$ cat config.mk
export PLATFORM = sky130hd
export DESIGN_NAME = sys_array
export DESIGN_NICKNAME = d
export VERILOG_FILES = /design/src/rtl/sys_array.sv
export SDC_FILE = /design/constraint.sdc
export NUM_CORES = 2
export LEC_CHECK = 0
export CAP_MARGIN = 20
export CORE_MARGIN = 2
export CORE_UTILIZATION = 60
export CTS_CLUSTER_SIZE = 25
export DETAILED_ROUTE_END_ITERATION = 12
export DONT_BUFFER_PORTS = 1
export MAX_ROUTING_LAYER = met4
export PLACE_DENSITY = 0.76
export SLEW_MARGIN = 20
export SYNTH_ARGS = -nofsm -noshare
export SYNTH_HDL_FRONTEND = slang
export SYNTH_SLANG_ARGS = --single-unit
$ cat constraint.sdc
create_clock -name clk -period 13.1 [get_ports clk]
set_input_delay 3.275 -clock clk [delete_from_list [all_inputs] [get_ports clk]]
set_output_delay 3.275 -clock clk [all_outputs]
set_load 0.1 [all_outputs]
$ cat src/rtl/sys_array.sv
// 3x3 weight-stationary int8 systolic MAC array with 32-bit partial sums.
// Define SYSARRAY_INTER_EN to add the per-column cascade weight*activation term.
module sys_array (
  input  logic        clk,
  input  logic        rst,
  input  logic        weight_in_vec_vld_0,
  input  logic [7:0]  weight_in_vec_data_0,
  output logic        weight_in_vec_busy_0,
  input  logic        weight_in_vec_vld_1,
  input  logic [7:0]  weight_in_vec_data_1,
  output logic        weight_in_vec_busy_1,
  input  logic        weight_in_vec_vld_2,
  input  logic [7:0]  weight_in_vec_data_2,
  output logic        weight_in_vec_busy_2,
  input  logic        act_in_vec_vld_0,
  input  logic [7:0]  act_in_vec_data_0,
  output logic        act_in_vec_busy_0,
  input  logic        act_in_vec_vld_1,
  input  logic [7:0]  act_in_vec_data_1,
  output logic        act_in_vec_busy_1,
  input  logic        act_in_vec_vld_2,
  input  logic [7:0]  act_in_vec_data_2,
  output logic        act_in_vec_busy_2,
  input  logic        accum_in_vec_vld_0,
  input  logic [31:0] accum_in_vec_data_0,
  output logic        accum_in_vec_busy_0,
  input  logic        accum_in_vec_vld_1,
  input  logic [31:0] accum_in_vec_data_1,
  output logic        accum_in_vec_busy_1,
  input  logic        accum_in_vec_vld_2,
  input  logic [31:0] accum_in_vec_data_2,
  output logic        accum_in_vec_busy_2,
  output logic        accum_out_vec_vld_0,
  output logic [31:0] accum_out_vec_data_0,
  input  logic        accum_out_vec_busy_0,
  output logic        accum_out_vec_vld_1,
  output logic [31:0] accum_out_vec_data_1,
  input  logic        accum_out_vec_busy_1,
  output logic        accum_out_vec_vld_2,
  output logic [31:0] accum_out_vec_data_2,
  input  logic        accum_out_vec_busy_2,
  input  logic        weight_inter_vld_0,
  input  logic [7:0]  weight_inter_data_0,
  output logic        weight_inter_busy_0,
  input  logic        weight_inter_vld_1,
  input  logic [7:0]  weight_inter_data_1,
  output logic        weight_inter_busy_1,
  input  logic        weight_inter_vld_2,
  input  logic [7:0]  weight_inter_data_2,
  output logic        weight_inter_busy_2,
  input  logic        act_inter_vld_0,
  input  logic [7:0]  act_inter_data_0,
  output logic        act_inter_busy_0,
  input  logic        act_inter_vld_1,
  input  logic [7:0]  act_inter_data_1,
  output logic        act_inter_busy_1,
  input  logic        act_inter_vld_2,
  input  logic [7:0]  act_inter_data_2,
  output logic        act_inter_busy_2
);

  logic              w_vld [3];
  logic signed [7:0] w_data [3];
  logic              w_take [3];
  logic              act_vld [3];
  logic signed [7:0] act_data [3];
  logic              acc_vld [3];
  logic [31:0]       acc_data [3];
  logic              out_busy [3];
  logic              out_vld [3];
  logic [31:0]       out_data [3];

  // w[row][col]; row0 holds the most recent beat of a column
  logic signed [7:0] w [3][3];
  logic [1:0]        cnt [3];
  logic              any_out;
  logic              fire;
  logic signed [15:0] prod;
  logic [31:0]       sum [3];

  assign w_vld    = '{weight_in_vec_vld_0, weight_in_vec_vld_1, weight_in_vec_vld_2};
  assign w_data   = '{weight_in_vec_data_0, weight_in_vec_data_1, weight_in_vec_data_2};
  assign act_vld  = '{act_in_vec_vld_0, act_in_vec_vld_1, act_in_vec_vld_2};
  assign act_data = '{act_in_vec_data_0, act_in_vec_data_1, act_in_vec_data_2};
  assign acc_vld  = '{accum_in_vec_vld_0, accum_in_vec_vld_1, accum_in_vec_vld_2};
  assign acc_data = '{accum_in_vec_data_0, accum_in_vec_data_1, accum_in_vec_data_2};
  assign out_busy = '{accum_out_vec_busy_0, accum_out_vec_busy_1, accum_out_vec_busy_2};

  assign any_out = out_vld[0] | out_vld[1] | out_vld[2];

  always_comb begin
    for (int k = 0; k < 3; k++) begin
      w_take[k] = w_vld[k] & ~((cnt[k] == 2'd3) & any_out);
    end
  end

  // A lane blocks the next beat only while it holds a result nobody is taking
  always_comb begin
    fire = 1'b1;
    for (int j = 0; j < 3; j++) begin
      if (cnt[j] != 2'd3) fire = 1'b0;
      if (!act_vld[j] || !acc_vld[j]) fire = 1'b0;
      if (out_vld[j] && out_busy[j]) fire = 1'b0;
    end
`ifdef SYSARRAY_INTER_EN
    if (!(weight_inter_vld_0 && weight_inter_vld_1 && weight_inter_vld_2 &&
          act_inter_vld_0 && act_inter_vld_1 && act_inter_vld_2)) fire = 1'b0;
`endif
  end

  always_comb begin
    prod = '0;
    for (int j = 0; j < 3; j++) begin
      sum[j] = acc_data[j];
      for (int i = 0; i < 3; i++) begin
        prod   = w[i][j] * act_data[i];
        sum[j] = sum[j] + {{16{prod[15]}}, prod};
      end
    end
`ifdef SYSARRAY_INTER_EN
    prod   = $signed(weight_inter_data_0) * $signed(act_inter_data_0);
    sum[0] = sum[0] + {{16{prod[15]}}, prod};
    prod   = $signed(weight_inter_data_1) * $signed(act_inter_data_1);
    sum[1] = sum[1] + {{16{prod[15]}}, prod};
    prod   = $signed(weight_inter_data_2) * $signed(act_inter_data_2);
    sum[2] = sum[2] + {{16{prod[15]}}, prod};
`endif
  end

  // Reloading a full column restarts its count at 1 with the new beat in row0
  always_ff @(posedge clk or negedge rst) begin
    if (!rst) begin
      for (int k = 0; k < 3; k++) begin
        cnt[k] <= 2'd0;
        for (int r = 0; r < 3; r++) w[r][k] <= '0;
      end
    end else begin
      for (int k = 0; k < 3; k++) begin
        if (w_take[k]) begin
          w[2][k] <= w[1][k];
          w[1][k] <= w[0][k];
          w[0][k] <= w_data[k];
          cnt[k]  <= (cnt[k] == 2'd3) ? 2'd1 : cnt[k] + 2'd1;
        end
      end
    end
  end

  always_ff @(posedge clk or negedge rst) begin
    if (!rst) begin
      for (int j = 0; j < 3; j++) begin
        out_vld[j]  <= 1'b0;
        out_data[j] <= '0;
      end
    end else begin
      for (int j = 0; j < 3; j++) begin
        if (fire) begin
          out_vld[j]  <= 1'b1;
          out_data[j] <= sum[j];
        end else if (out_vld[j] && !out_busy[j]) begin
          out_vld[j] <= 1'b0;
        end
      end
    end
  end

  assign weight_in_vec_busy_0 = ~w_take[0] & w_vld[0] | ((cnt[0] == 2'd3) & any_out);
  assign weight_in_vec_busy_1 = ~w_take[1] & w_vld[1] | ((cnt[1] == 2'd3) & any_out);
  assign weight_in_vec_busy_2 = ~w_take[2] & w_vld[2] | ((cnt[2] == 2'd3) & any_out);

  assign act_in_vec_busy_0   = ~fire;
  assign act_in_vec_busy_1   = ~fire;
  assign act_in_vec_busy_2   = ~fire;
  assign accum_in_vec_busy_0 = ~fire;
  assign accum_in_vec_busy_1 = ~fire;
  assign accum_in_vec_busy_2 = ~fire;

  assign accum_out_vec_vld_0  = out_vld[0];
  assign accum_out_vec_vld_1  = out_vld[1];
  assign accum_out_vec_vld_2  = out_vld[2];
  assign accum_out_vec_data_0 = out_data[0];
  assign accum_out_vec_data_1 = out_data[1];
  assign accum_out_vec_data_2 = out_data[2];

`ifdef SYSARRAY_INTER_EN
  assign weight_inter_busy_0 = ~fire;
  assign weight_inter_busy_1 = ~fire;
  assign weight_inter_busy_2 = ~fire;
  assign act_inter_busy_0    = ~fire;
  assign act_inter_busy_1    = ~fire;
  assign act_inter_busy_2    = ~fire;
`else
  // Cascade beats are swallowed without touching the datapath
  logic unused_inter;
  assign unused_inter = ^{weight_inter_vld_0, weight_inter_vld_1, weight_inter_vld_2,
                          weight_inter_data_0, weight_inter_data_1, weight_inter_data_2,
                          act_inter_vld_0, act_inter_vld_1, act_inter_vld_2,
                          act_inter_data_0, act_inter_data_1, act_inter_data_2};
  assign weight_inter_busy_0 = 1'b0;
  assign weight_inter_busy_1 = 1'b0;
  assign weight_inter_busy_2 = 1'b0;
  assign act_inter_busy_0    = 1'b0;
  assign act_inter_busy_1    = 1'b0;
  assign act_inter_busy_2    = 1'b0;
`endif

endmodule

==> reports/results.txt <==
Final Hold Fails = 0
Nets = 5,306
EDFF count, synth = 0
Crit path max fanout = 19
1st-iter DRT viols = 1,347
RSZ-0062 raised after global routing = false
Setup_tns = 0 ns
Cts bufs inserted = 17
Detailed placement HPWL = 70,500 um
Synthesis-to-finish area growth = 3.48%
Arr. time, crit path = 12.07 ns
Synth top area cells = fa_1 36%, ha_1 12%, dfrtp_1 12%
Die width = 256 um
Min-delay worst type = flop to flop
CTS max path bufs = 2
DR DRC count = 0
Overflow after GRT = 0
Relative slew slack = 23.0%
IO buf count = 0
Synth area leader = fa_1
Max Transition Viols Final = 0
Synth top cells by count = 1,012 x inv_1, 681 x fa_1, 360 x ha_1, 344 x and2_1, 317 x nand2_1
Clock Skews = 0.0124 ns
Post-synthesis sequential area ratio = 11.7%
Total routed wirelength = 86,700 um
Layout cells sized above 1 = 3.76%
Die Area = 0.0653 mm2
Top-count cell post-synth = inv_1
Syn Inst Count = 4,139
Die height = 256 um
Vias in the first global route = 28.0k
Type of the worst setup path = input pin to flop
Actual slew at the worst max-slew pin = 1.15 ns
Max-cap check violation count = 0
Worst-path clk slew = 0.08 ns
H-tree depth = 4
# rows = 92
Period utilization = 89.6%
Clock sinks = 177
Worst path max stage delay = 0.75 ns
Critical Path Start Type = input pin
Worst path slowest cell = a2111oi_0
Crit end category = flop
Cts hold-fix bufs = 0
Seq cells post-synth = 177
Setup Viol. Count Final = 0
Bufs and invs on worst path = 7
Post-CTS sizing = 0
First-pass GRT wire length = 145,000 um
Min Tclk post-route = 11.73 ns
Cell family with most CP delay = adder cells
Post-synth cell types = 63
Status = complete, no violations
Synth warn = 0
Drt pass-1 iters = 5
Initial core utilization = 60.4%
Detail Route Antenna Nets = 0
Ys async rst share = 100%
Core area = 0.0629 mm2
Wire length per cell = 17.6 um
Antenna violations before repair = 8
Post-CTS Setup Repair Bufs = 0
Synthesized area = 0.0380 mm2
Critical Path RT = 13.44 ns
Most used DFF post-synth = dfrtp_1
Pin count of the biggest net entering global routing = 178
I/O Pins = 326
Yosys top cell area share = 35.9%
Placer Congestion = 0.929
Via-per-instance ratio = 5.47
Total vias in the final route = 26.9k
Skew-Pair Late Insertion Delay = 0.49 ns
Most frequent CP cell = fa_1
Fmax = 85.2 MHz
Total GRT Usage = 28.9%
CTS root buf = clkbuf_16
CTS tree = built
Mean Syn Cell Area = 9.17 um2
[cells in the final DEF, fill, tap and decap left out, types with 14 or more instances in the layout]
cell,netlist,layout
a21oi_1,101,101
nor3_1,37,37
mux2_2,76,76
and3_1,14,14
a211oi_1,31,31
o21ai_0,135,135
nand3_1,24,24
inv_1,1012,1011
xnor2_1,149,146
o21a_1,17,17
nand2_1,317,317
nor2_1,156,156
ha_1,360,360
fa_1,681,681
nand2b_1,52,52
o21bai_1,31,31
clkbuf_16,0,17
and2_1,344,344
a21o_1,64,64
xor2_1,74,73
o211ai_1,14,14
dfrtp_1,177,177
[worst reg2reg max path, delay by kind of cell, from the launching register on]
kind,cells,cell delay (ns)
adders and majority gates,8,3.80
DFF,1,0.51
and+or+nand+nor,3,0.51
xor gates and xnor gates,2,0.34
AOI/OAI and AO/OA,10,3.07
buffers and inverters,8,1.05
[flip-flops by register name, summed over array words and instances, names as in the netlist]
register and flops:
cnt 6, accum_out_vec_data_1 32, accum_out_vec_data_0 32, w 72, accum_out_vec_data_2 32, accum_out_vec_vld_2 1, accum_out_vec_vld_0 1, accum_out_vec_vld_1 1
[path summary, 6_finish.rpt]
kind	cells after the start	endpoint	slack (ns)	from
worst min-delay path	2	cnt[3]	0.52	cnt[3]
worst max-delay path	28	accum_out_vec_data_2[30]	1.37	act_in_vec_data_2[7]
min in group asynchronous	0	accum_out_vec_data_1[1]	2.47	rst
worst min register to register	2	cnt[3]	0.52	cnt[3]
max in group asynchronous	0	accum_out_vec_data_2[17]	10.31	rst
worst max register to register	31	accum_out_vec_data_2[30]	3.69	w[5]
[area by class of cell]
cell class,instances,area [um2]
Clock buffer,17,425
Sequential cell,177,4430
Timing Repair Buffer,13,110
Antenna cell,8,20.0
Tap cell,846,1060
Inverter,1013,3810
Clock inverter,15,144
Multi-Input combinational cell,2831,29300
Fill cell,5344,23600
[logic make-up after synthesis]
kind of cell	synth area share (%)
compound gates	8.61
xor+xnor	5.38
fa+ha+maj	47.8
buf+inv	11.3
flops	11.7
mux	2.25
other cells	0.00988
simple gates	13.0
[through the flow]
stage / cell area (um2) / utilization, % / hold WS [ns] / setup WS [ns] / cells
finish: 39300 / 62.5 / 0.518 / 1.37 / 4920
global route: 39300 / 62.5 / 0.553 / 0.979 / 4918
CTS: 39300 / 62.5 / 0.527 / 1.40 / 4912
detailed placement: 38700 / 61.6 / 0.510 / 0.964 / 4880
global placement: 38700 / 61.6 / 0.493 / 1.02 / 4880
floorplan: 38000 / - / 0.475 / 1.70 / 4144
[metal layers]
| layer | global-route usage [%] | wire length (um) | up-vias |
|---|---|---|---|
| met4 | 7.18 | 1910 | 0 |
| met1 | 38.2 | 37300 | 13600 |
| met3 | 7.87 | 7200 | 100 |
| met2 | 44.5 | 40300 | 714 |
| met5 | - | 0 | - |
| li1 | - | - | 12400 |
Power is left out: the tool's default activity adds up to more than one toggle a clock period on the data nets, which glitch-free logic cannot reach.
